$ cat config.mk
export PLATFORM = sky130hd
export DESIGN_NAME = lsu
export DESIGN_NICKNAME = d
export VERILOG_FILES = /design/src/rtl/lsu_pkg.sv /design/src/rtl/lsu_align.sv /design/src/rtl/lsu.sv
export SDC_FILE = /design/constraint.sdc
export NUM_CORES = 1
export LEC_CHECK = 0
export ABC_AREA = 1
export BUFFER_PORTS_ARGS = -buffer_cell sky130_fd_sc_hd__buf_2
export CAP_MARGIN = 10
export CORE_ASPECT_RATIO = 1.5
export CORE_MARGIN = 5
export CORE_UTILIZATION = 35
export DETAILED_ROUTE_END_ITERATION = 10
export PLACE_DENSITY = 0.68
export SLEW_MARGIN = 20
export SYNTH_ARGS = -nofsm -noshare
export SYNTH_HDL_FRONTEND = slang
export SYNTH_SLANG_ARGS = --single-unit
export TNS_END_PERCENT = 10
$ cat constraint.sdc
create_clock -name clk -period 3.8 [get_ports clk]
set_input_delay 0.19 -clock clk [delete_from_list [all_inputs] [get_ports clk]]
set_output_delay 0.19 -clock clk [all_outputs]
set_load 0.005 [all_outputs]
$ cat src/rtl/lsu_pkg.sv
// Shared types and encodings for the load/store unit: FSM states, mem_rw and funct3 codes.
package lsu_pkg;

  typedef enum logic [1:0] {
    ST_IDLE,
    ST_REQ,
    ST_RSP,
    ST_DONE
  } state_e;

  typedef enum logic [1:0] {
    SZ_B,
    SZ_H,
    SZ_W
  } size_e;

  localparam logic [1:0] MEM_NONE  = 2'b00;
  localparam logic [1:0] MEM_LOAD  = 2'b01;
  localparam logic [1:0] MEM_STORE = 2'b10;

  localparam logic [2:0] F3_B  = 3'b000;
  localparam logic [2:0] F3_H  = 3'b001;
  localparam logic [2:0] F3_W  = 3'b010;
  localparam logic [2:0] F3_BU = 3'b100;
  localparam logic [2:0] F3_HU = 3'b101;

  // Reserved funct3 codes fall through to a full-word access.
  function automatic size_e size_of(input logic [2:0] funct3);
    case (funct3)
      F3_B, F3_BU: return SZ_B;
      F3_H, F3_HU: return SZ_H;
      default:     return SZ_W;
    endcase
  endfunction

endpackage

$ cat src/rtl/lsu_align.sv
// Combinational lane logic: store byte-enable/data steering and load byte/half extraction with extension.
module lsu_align
  import lsu_pkg::*;
(
  input  logic [2:0]  st_funct3_i,
  input  logic [1:0]  st_offset_i,
  input  logic [31:0] st_wdata_i,
  output logic [3:0]  st_be_o,
  output logic [31:0] st_wdata_o,
  input  logic [2:0]  ld_funct3_i,
  input  logic [1:0]  ld_offset_i,
  input  logic [31:0] ld_word_i,
  output logic [31:0] ld_data_o
);

  logic [7:0]  ld_byte;
  logic [15:0] ld_half;

  // NOTE: every output of an always_comb gets a default first so no path leaves it unassigned (no latch).
  always_comb begin
    st_be_o    = 4'b1111;
    st_wdata_o = st_wdata_i;
    case (size_of(st_funct3_i))
      SZ_B: begin
        st_be_o    = 4'b0001 << st_offset_i;
        st_wdata_o = {4{st_wdata_i[7:0]}};
      end
      SZ_H: begin
        st_be_o    = 4'b0011 << {st_offset_i[1], 1'b0};
        st_wdata_o = {2{st_wdata_i[15:0]}};
      end
      default: ;
    endcase
  end

  always_comb begin
    ld_byte = ld_word_i[7:0];
    case (ld_offset_i)
      2'd1:    ld_byte = ld_word_i[15:8];
      2'd2:    ld_byte = ld_word_i[23:16];
      2'd3:    ld_byte = ld_word_i[31:24];
      default: ;
    endcase
    ld_half = ld_offset_i[1] ? ld_word_i[31:16] : ld_word_i[15:0];

    case (ld_funct3_i)
      F3_B:    ld_data_o = {{24{ld_byte[7]}}, ld_byte};
      F3_BU:   ld_data_o = {24'b0, ld_byte};
      F3_H:    ld_data_o = {{16{ld_half[15]}}, ld_half};
      F3_HU:   ld_data_o = {16'b0, ld_half};
      default: ld_data_o = ld_word_i;
    endcase
  end

endmodule

$ cat src/rtl/lsu.sv
// Load/store unit: one valid/ready bus transaction per core memory op, stalling the core until DONE.
// Optional misaligned-access trap selected by defining LSU_MISALIGN_TRAP_EN.
module lsu
  import lsu_pkg::*;
#(
  parameter int ADDR_W = 32
) (
  input  logic              clk,
  input  logic              rst_n,
  input  logic [1:0]        mem_rw,
  input  logic [2:0]        funct3,
  input  logic [ADDR_W-1:0] addr,
  input  logic [31:0]       wdata,
  output logic              stall,
  output logic [31:0]       rdata,
  output logic              fault,
  output logic              bus_req_valid,
  input  logic              bus_req_ready,
  output logic              bus_we,
  output logic [ADDR_W-1:0] bus_addr,
  output logic [3:0]        bus_be,
  output logic [31:0]       bus_wdata,
  input  logic              bus_rsp_valid,
  input  logic [31:0]       bus_rdata
);

  state_e              state_q, state_d;
  logic                bus_we_q, bus_we_d;
  logic [ADDR_W-1:0]   bus_addr_q, bus_addr_d;
  logic [3:0]          bus_be_q, bus_be_d;
  logic [31:0]         bus_wdata_q, bus_wdata_d;
  logic [2:0]          funct3_q, funct3_d;
  logic [1:0]          offset_q, offset_d;
  logic [31:0]         rdata_q, rdata_d;
  logic                fault_q, fault_d;

  logic        is_store;
  logic        mem_op;
  logic        misaligned;
  logic [3:0]  st_be;
  logic [31:0] st_wdata;
  logic [31:0] ld_data;

  assign is_store = (mem_rw == MEM_STORE);
  assign mem_op   = (mem_rw == MEM_LOAD) || is_store;

`ifdef LSU_MISALIGN_TRAP_EN
  assign misaligned = ((size_of(funct3) == SZ_H) && addr[0]) ||
                      ((size_of(funct3) == SZ_W) && (addr[1:0] != 2'b00));
`else
  // Sub-alignment address bits are simply dropped by the lane logic.
  assign misaligned = 1'b0;
`endif

  lsu_align u_align (
    .st_funct3_i (funct3),
    .st_offset_i (addr[1:0]),
    .st_wdata_i  (wdata),
    .st_be_o     (st_be),
    .st_wdata_o  (st_wdata),
    .ld_funct3_i (funct3_q),
    .ld_offset_i (offset_q),
    .ld_word_i   (bus_rdata),
    .ld_data_o   (ld_data)
  );

  always_comb begin
    state_d     = state_q;
    bus_we_d    = bus_we_q;
    bus_addr_d  = bus_addr_q;
    bus_be_d    = bus_be_q;
    bus_wdata_d = bus_wdata_q;
    funct3_d    = funct3_q;
    offset_d    = offset_q;
    rdata_d     = rdata_q;
    fault_d     = fault_q;

    case (state_q)
      ST_IDLE: begin
        if (mem_op) begin
          if (misaligned) begin
            state_d = ST_DONE;
            fault_d = 1'b1;
            rdata_d = '0;
          end else begin
            state_d     = ST_REQ;
            bus_we_d    = is_store;
            bus_addr_d  = {addr[ADDR_W-1:2], 2'b00};
            bus_be_d    = is_store ? st_be : 4'b1111;
            bus_wdata_d = is_store ? st_wdata : '0;
            funct3_d    = funct3;
            offset_d    = addr[1:0];
          end
        end
      end
      ST_REQ: begin
        if (bus_req_ready) state_d = ST_RSP;
      end
      ST_RSP: begin
        if (bus_rsp_valid) begin
          state_d = ST_DONE;
          rdata_d = bus_we_q ? '0 : ld_data;
          fault_d = 1'b0;
        end
      end
      ST_DONE: begin
        // Retire only; the op still on mem_rw belongs to the instruction now completing.
        state_d = ST_IDLE;
        fault_d = 1'b0;
      end
      default: state_d = ST_IDLE;
    endcase
  end

  // NOTE: sequential state uses non-blocking assignments so every register samples pre-edge values.
  always_ff @(posedge clk or negedge rst_n) begin
    if (!rst_n) begin
      state_q     <= ST_IDLE;
      bus_we_q    <= 1'b0;
      bus_addr_q  <= '0;
      bus_be_q    <= '0;
      bus_wdata_q <= '0;
      funct3_q    <= '0;
      offset_q    <= '0;
      rdata_q     <= '0;
      fault_q     <= 1'b0;
    end else begin
      state_q     <= state_d;
      bus_we_q    <= bus_we_d;
      bus_addr_q  <= bus_addr_d;
      bus_be_q    <= bus_be_d;
      bus_wdata_q <= bus_wdata_d;
      funct3_q    <= funct3_d;
      offset_q    <= offset_d;
      rdata_q     <= rdata_d;
      fault_q     <= fault_d;
    end
  end

  assign stall         = ((state_q == ST_IDLE) && mem_op) ||
                         (state_q == ST_REQ) || (state_q == ST_RSP);
  assign bus_req_valid = (state_q == ST_REQ);
  assign bus_we        = bus_we_q;
  assign bus_addr      = bus_addr_q;
  assign bus_be        = bus_be_q;
  assign bus_wdata     = bus_wdata_q;
  assign rdata         = rdata_q;
  assign fault         = fault_q;

endmodule

Word-level counts from Yosys, hierarchy flattened
Index checks and enable logic that the tools add are counted.

Equal/unequal tests: 18. Shifts and indexed selects: 2. Multiplexer cells: 15. Reductions and logical operators: 15.

Operator list (number): 32-bit one-hot mux with 4 select lines (1); 32-bit 2-to-1 mux (2); 32-bit one-hot mux with 2 select lines (1); 8-bit one-hot mux with 3 select lines (1); 16-bit 2-to-1 mux (1); 3-bit == test, second input constant (4); 2-bit == test, second input constant (5); 2-bit by 1-bit == test with 1-bit output, second input constant (4); 2-bit one-hot mux with 4 select lines (1); 4-bit one-hot mux with 2 select lines (1); 3-bit by 1-bit == test with 1-bit output, second input constant (2); 3-bit zero test (2); 2-bit 2-to-1 mux (3); 2-bit AND reduction (3); 2-bit zero test (2); 4-bit 2-to-1 mux (1); 2-bit != test, second input constant (2); 2-bit one-hot mux with 2 select lines (1); 2-bit OR reduction (2); 1-bit by 2-bit left shift with 4-bit output, first input constant (1); 2-bit by 2-bit left shift with 4-bit output, first input constant (1); 1-bit logical OR (3); 3-bit AND reduction (1); 2-bit by 1-bit != test with 1-bit output, second input constant (1); 4 further kinds (4).

Flip-flop bits (word level): 107. Bits of input ports: 105. Output and inout port bits: 104. Word-level logic and storage cells: 59.

Depth between registers and ports, before layout
Word-level depth: 6. Gate-level depth with buffers: 9. Mapped depth without buffers: 8.

Cells and area by module
From an unflattened synthesis, not the netlist that was laid out.

Cells, all modules: 752. Area total of the unflattened synthesis: 5652.9 µm².

By module, submodules not included: lsu (times used 1, cells an instance 479, area each 4286.6 µm²); lsu_align (times used 1, cells an instance 273, area each 1366.3 µm²).

Least setup slack after synthesis
No wires, ideal clock.

Kind: register to output. From: register state_q[0]. To: output port stall. Arrival: 1.338 ns. Data required time: 3.610 ns. Setup slack: 2.272 ns. Stages on the path, launching flop included: 9. Buffers on the path: 2. Path through: dfrtp_1 -> inv_1 -> ha_1 -> inv_2 -> nor2_4 -> inv_2 -> buf_2 -> buf_1 -> nand3_1.

Longest elaborated chain between the ends: 4. Elaborated cells between the ends (all ways): 6.

RTL lines: start: declaration (RTL line lsu.sv:27) `state_e state_q, state_d;`; start signal: assignment (RTL line lsu.sv:128) `state_q <= state_d;`; 2-bit zero test (RTL line lsu.sv:140) `assign stall = ((state_q == ST_IDLE) && mem_op) ||`; 1-bit logical AND (RTL line lsu.sv:140); 1-bit logical OR (RTL line lsu.sv:140); 1-bit logical OR * (RTL line lsu.sv:141) `(state_q == ST_REQ) || (state_q == ST_RSP);`; end: declaration (RTL line lsu.sv:14) `output logic stall,`.

Mark *: on every way between the ends. The rest lies on a longest branch, timed or not.

Worst setup path in the final report
From: register state_q[0]. To: register bus_wdata_q[8] (netlist: bus_wdata[8]).

Longest elaborated chain between the ends: 2.

RTL lines: 2-bit zero test (RTL line lsu.sv:78) `case (state_q)`; 2-bit AND reduction (no line); end signal: assignment (RTL line lsu.sv:132) `bus_wdata_q <= bus_wdata_d;`; end: declaration (RTL line lsu.sv:31) `logic [31:0] bus_wdata_q, bus_wdata_d;`.

Every way passes these cells. A chain may end at the register's enable or synchronous reset.

==> impl_metrics.csv <==
group,metric,value,unit
drt,wl_met1,5970,um
setup_path,critical_path.reg2reg.endpoint,"bus_wdata[8]",
final_layout,layout.nets,932,
yosys,asyncSetResetFlopFracSynth,100,%
global_routing,grt_remaining_overflow,0,
power_and_ir_drop,power.density,742,mW/mm^2
yosys,ys_seq_area_share,52.2,%
drt,drtIter0Drc,141,
setup_path,cp-startpoint,"state_q[0]",
cts,tritoncts,"built",
global_routing,grt_usage,17.7,%
die,die_area,0.0171,mm^2
cts,clock_tree.buffer_depth,2,
sta,slew-limit-headroom,44.1,%
final_layout,drive_gt1_share,32.6,%
final_layout,mostFrequentLayoutCells,"234 x nand2_1, 204 x buf_2, 106 x dfrtp_1",
sta,final_min_period_over_clock_period,63.1,%
drt,met2_length,8110,um
placed_design,place.detailed.hpwl,11700,um
cts,tritoncts_num_sinks,106,
sta,finalSetupViolations,0,
yosys,number_of_storage_elements_in_the_synthesis_netlist,106,
yosys,syn_inst,629,
min_path,hold_path.class,"in2reg",
sta,unrepaired_setup_endpoints_after_global_routing,"no",
drt,route.detailed.drc,0,
placed_design,finalWeightedCongestion,0.837,
global_routing,grt_pass1_vias,4660,
setup_path,critical-path-slowest-cell,"nor2_4",
final_layout,utilization_after_layout,45.4,%
setup_path,start_kind,"register",
final_layout,area_growth,28.6,%
job,max-cap-violations,0,
cts,post_cts_resize_count,0,
drt,drt.antenna.violating_nets,0,
yosys,yosys_warnings,0,
setup_path,critical_path_class,"reg2reg",
sta,maxSlewViolCount,0,
drt,drt-wirelength-per-cell,14.9,um
die,die_height,158,um
final_layout,filler_cell_count,1504,
yosys,dominantRegCellSynth,"dfrtp_1",
power_and_ir_drop,power.static_leakage,3.70,nW
cts,post_cts_buffers,0,
sta,timing.clock.skew,0.0101,ns
cts,clock_slew_seen_by_the_registers_of_the_worst_setup_and_hold_paths,0.08,ns
cts,number_of_hold_buffers_added_after_cts,1,
setup_path,crit-reg2reg-launch,"state_q[0]",
global_routing,grt_first_pass_wirelength,23500,um
sta,clock.fmax,417,MHz
drt,drt_pre_antenna_iters,4,
drt,detailroute.wirelength.met3,909,um
global_routing,grt_antenna_before_repair,1,
global_routing,grt_start_max_net_pins,65,
outcome,status,"finished clean",
setup_path,rrSetupSlack,1.40,ns
setup_path,worstPathMaxFanout,24,
cts,root_buffer_cell,"clkbuf_16",
drt,drt_wl_total,15300,um
die,floorplan.initialDensity,35.3,%
sta,report.final.hold_viol_count,0,
yosys,yosys.cell_types.count,33,
setup_path,arrival_worst_endpoint,2.66,ns
setup_path,end_kind,"register",
drt,top_layer_used,"met5",
die,io_pins,209,
sta,finalCriticalPeriod,2.40,ns
setup_path,crit_top_cell,"inv_2",
final_layout,layout.cells.most_common,"nand2_1",
die,floorplan.core_area,0.0144,mm^2
cts,insertion_delay,0.35,ns
power_and_ir_drop,vdd_ir_drop_max,0.000291,V
yosys,syn-cell-area,0.00508,mm^2
die,fp.dieW,108,um
drt,route.detailed.vias_per_inst,4.60,
sta,worst-slew-pin-transition,0.838,ns
final_layout,antenna-diode-count,0,
setup_path,cp_data_required_time,4.06,ns
placed_design,port_buffers,205,
die,core.rowCount,54,
sta,setup_tns,0,ns
yosys,synth_area_per_cell,8.08,um^2
yosys,synth-edff-count,0,
setup_path,slowest_delay,0.42,ns
setup_path,crit_path_cell_trace,"inv_1 > ha_1 > inv_2 > nor2_4 > buf_4 > nand2_2 > inv_2 > o31ai_1 > o21ai_0",
cts,cts_htree_levels,3,
drt,vias,4709,
power_and_ir_drop,totalPowerFinal,4.85,mW
setup_path,critPathCapture,"bus_wdata[8]",
setup_path,reg2regPathDepth,9,
cts,cts_made_buffers,9,
-- logic make-up after synthesis --
family	Yosys count	share of synthesized area, %
adder cells (fa/ha/maj)	4	0.985
AO/OA/AOI/OAI	114	12.3
other	1	0.0738
buffers and inverters	73	6.40
flip-flops	106	52.2
AND/OR/NAND/NOR	331	28.0
-- worst min path at each step --
stage,endpoint,from,slack [ns],cells after the start
after detailed placement,rdata[4],rst_n,0.36,1
after CTS,bus_addr[2],addr[2],0.02,3
after floorplan,bus_addr[10],rst_n,-0.11,0
final,bus_addr[17],addr[17],0.04,3
after global placement,rdata[5],rst_n,0.35,1
after global routing,bus_addr[17],addr[17],0.03,3
-- critical path: cells and delay by family (launching register included) --
| family | cells | cell delay [ns] |
|---|---|---|
| buffers and inverters | 4 | 0.71 |
| and+or+nand+nor | 2 | 0.68 |
| DFF | 1 | 0.40 |
| AOI/OAI and AO/OA | 2 | 0.31 |
| adders and majority gates | 1 | 0.21 |
-- flip-flops by register name, summed over array words and instances, names as in the netlist --
| name | cells |
|---|---|
| bus_we | 1 |
| bus_wdata | 32 |
| offset_q | 2 |
| bus_be | 4 |
| rdata | 32 |
| bus_addr | 30 |
| funct3_q | 3 |
| state_q | 2 |
-- through the flow --
step	hold slack, ns	std cells	worst slack, ns	cell area [um^2]
finish	0.0394	1024	1.40	6540
global route	0.0305	1024	1.24	6540
CTS	0.0235	1024	1.38	6540
detailed placement	0.358	1007	1.39	6240
global placement	0.347	1007	1.50	6240
floorplan	-0.106	631	2.27	5090
-- report_power, final --
group          total [mW]  switching [mW]  internal [mW]
Sequential           1.94           0.327           1.61
Clock               0.907           0.445          0.462
Combinational        2.01            1.20          0.803
-- routing by layer --
metal	vias to the layer above	GRT usage (%)
li1	2376	-
met1	2160	20.5
met2	152	31.9
met3	19	4.00
met4	2	5.96
met5	-	0
-- synthesized netlist by cell type, types with 3 or more instances --
master | number | share of area [%]
o31ai_1 | 8 | 1.2
o21ai_1 | 13 | 1.3
nand2_1 | 234 | 17
buf_4 | 4 | 0.59
nand3_1 | 5 | 0.49
o21ai_0 | 52 | 5.1
dfrtp_1 | 106 | 52
nand2_2 | 25 | 3.1
ha_1 | 4 | 0.98
inv_2 | 8 | 0.59
buf_2 | 4 | 0.39
nor2_1 | 54 | 4.0
a21oi_1 | 27 | 2.7
inv_1 | 34 | 2.5
o22ai_1 | 8 | 0.98
o211ai_1 | 3 | 0.44
buf_1 | 5 | 0.37
clkbuf_1 | 14 | 1.0
-- area by class of cell --
class	count	area, um^2	area share (%)
Sequential cell	106	2650	40.6
Inverter	43	161	2.47
Multi-Input combinational cell	452	2110	32.3
Timing Repair Buffer	211	1080	16.5
Clock buffer	10	229	3.50
Clock inverter	6	57.6	0.881
Tap cell	196	245	3.75
Note: power is estimated with default switching activity, not from simulation.
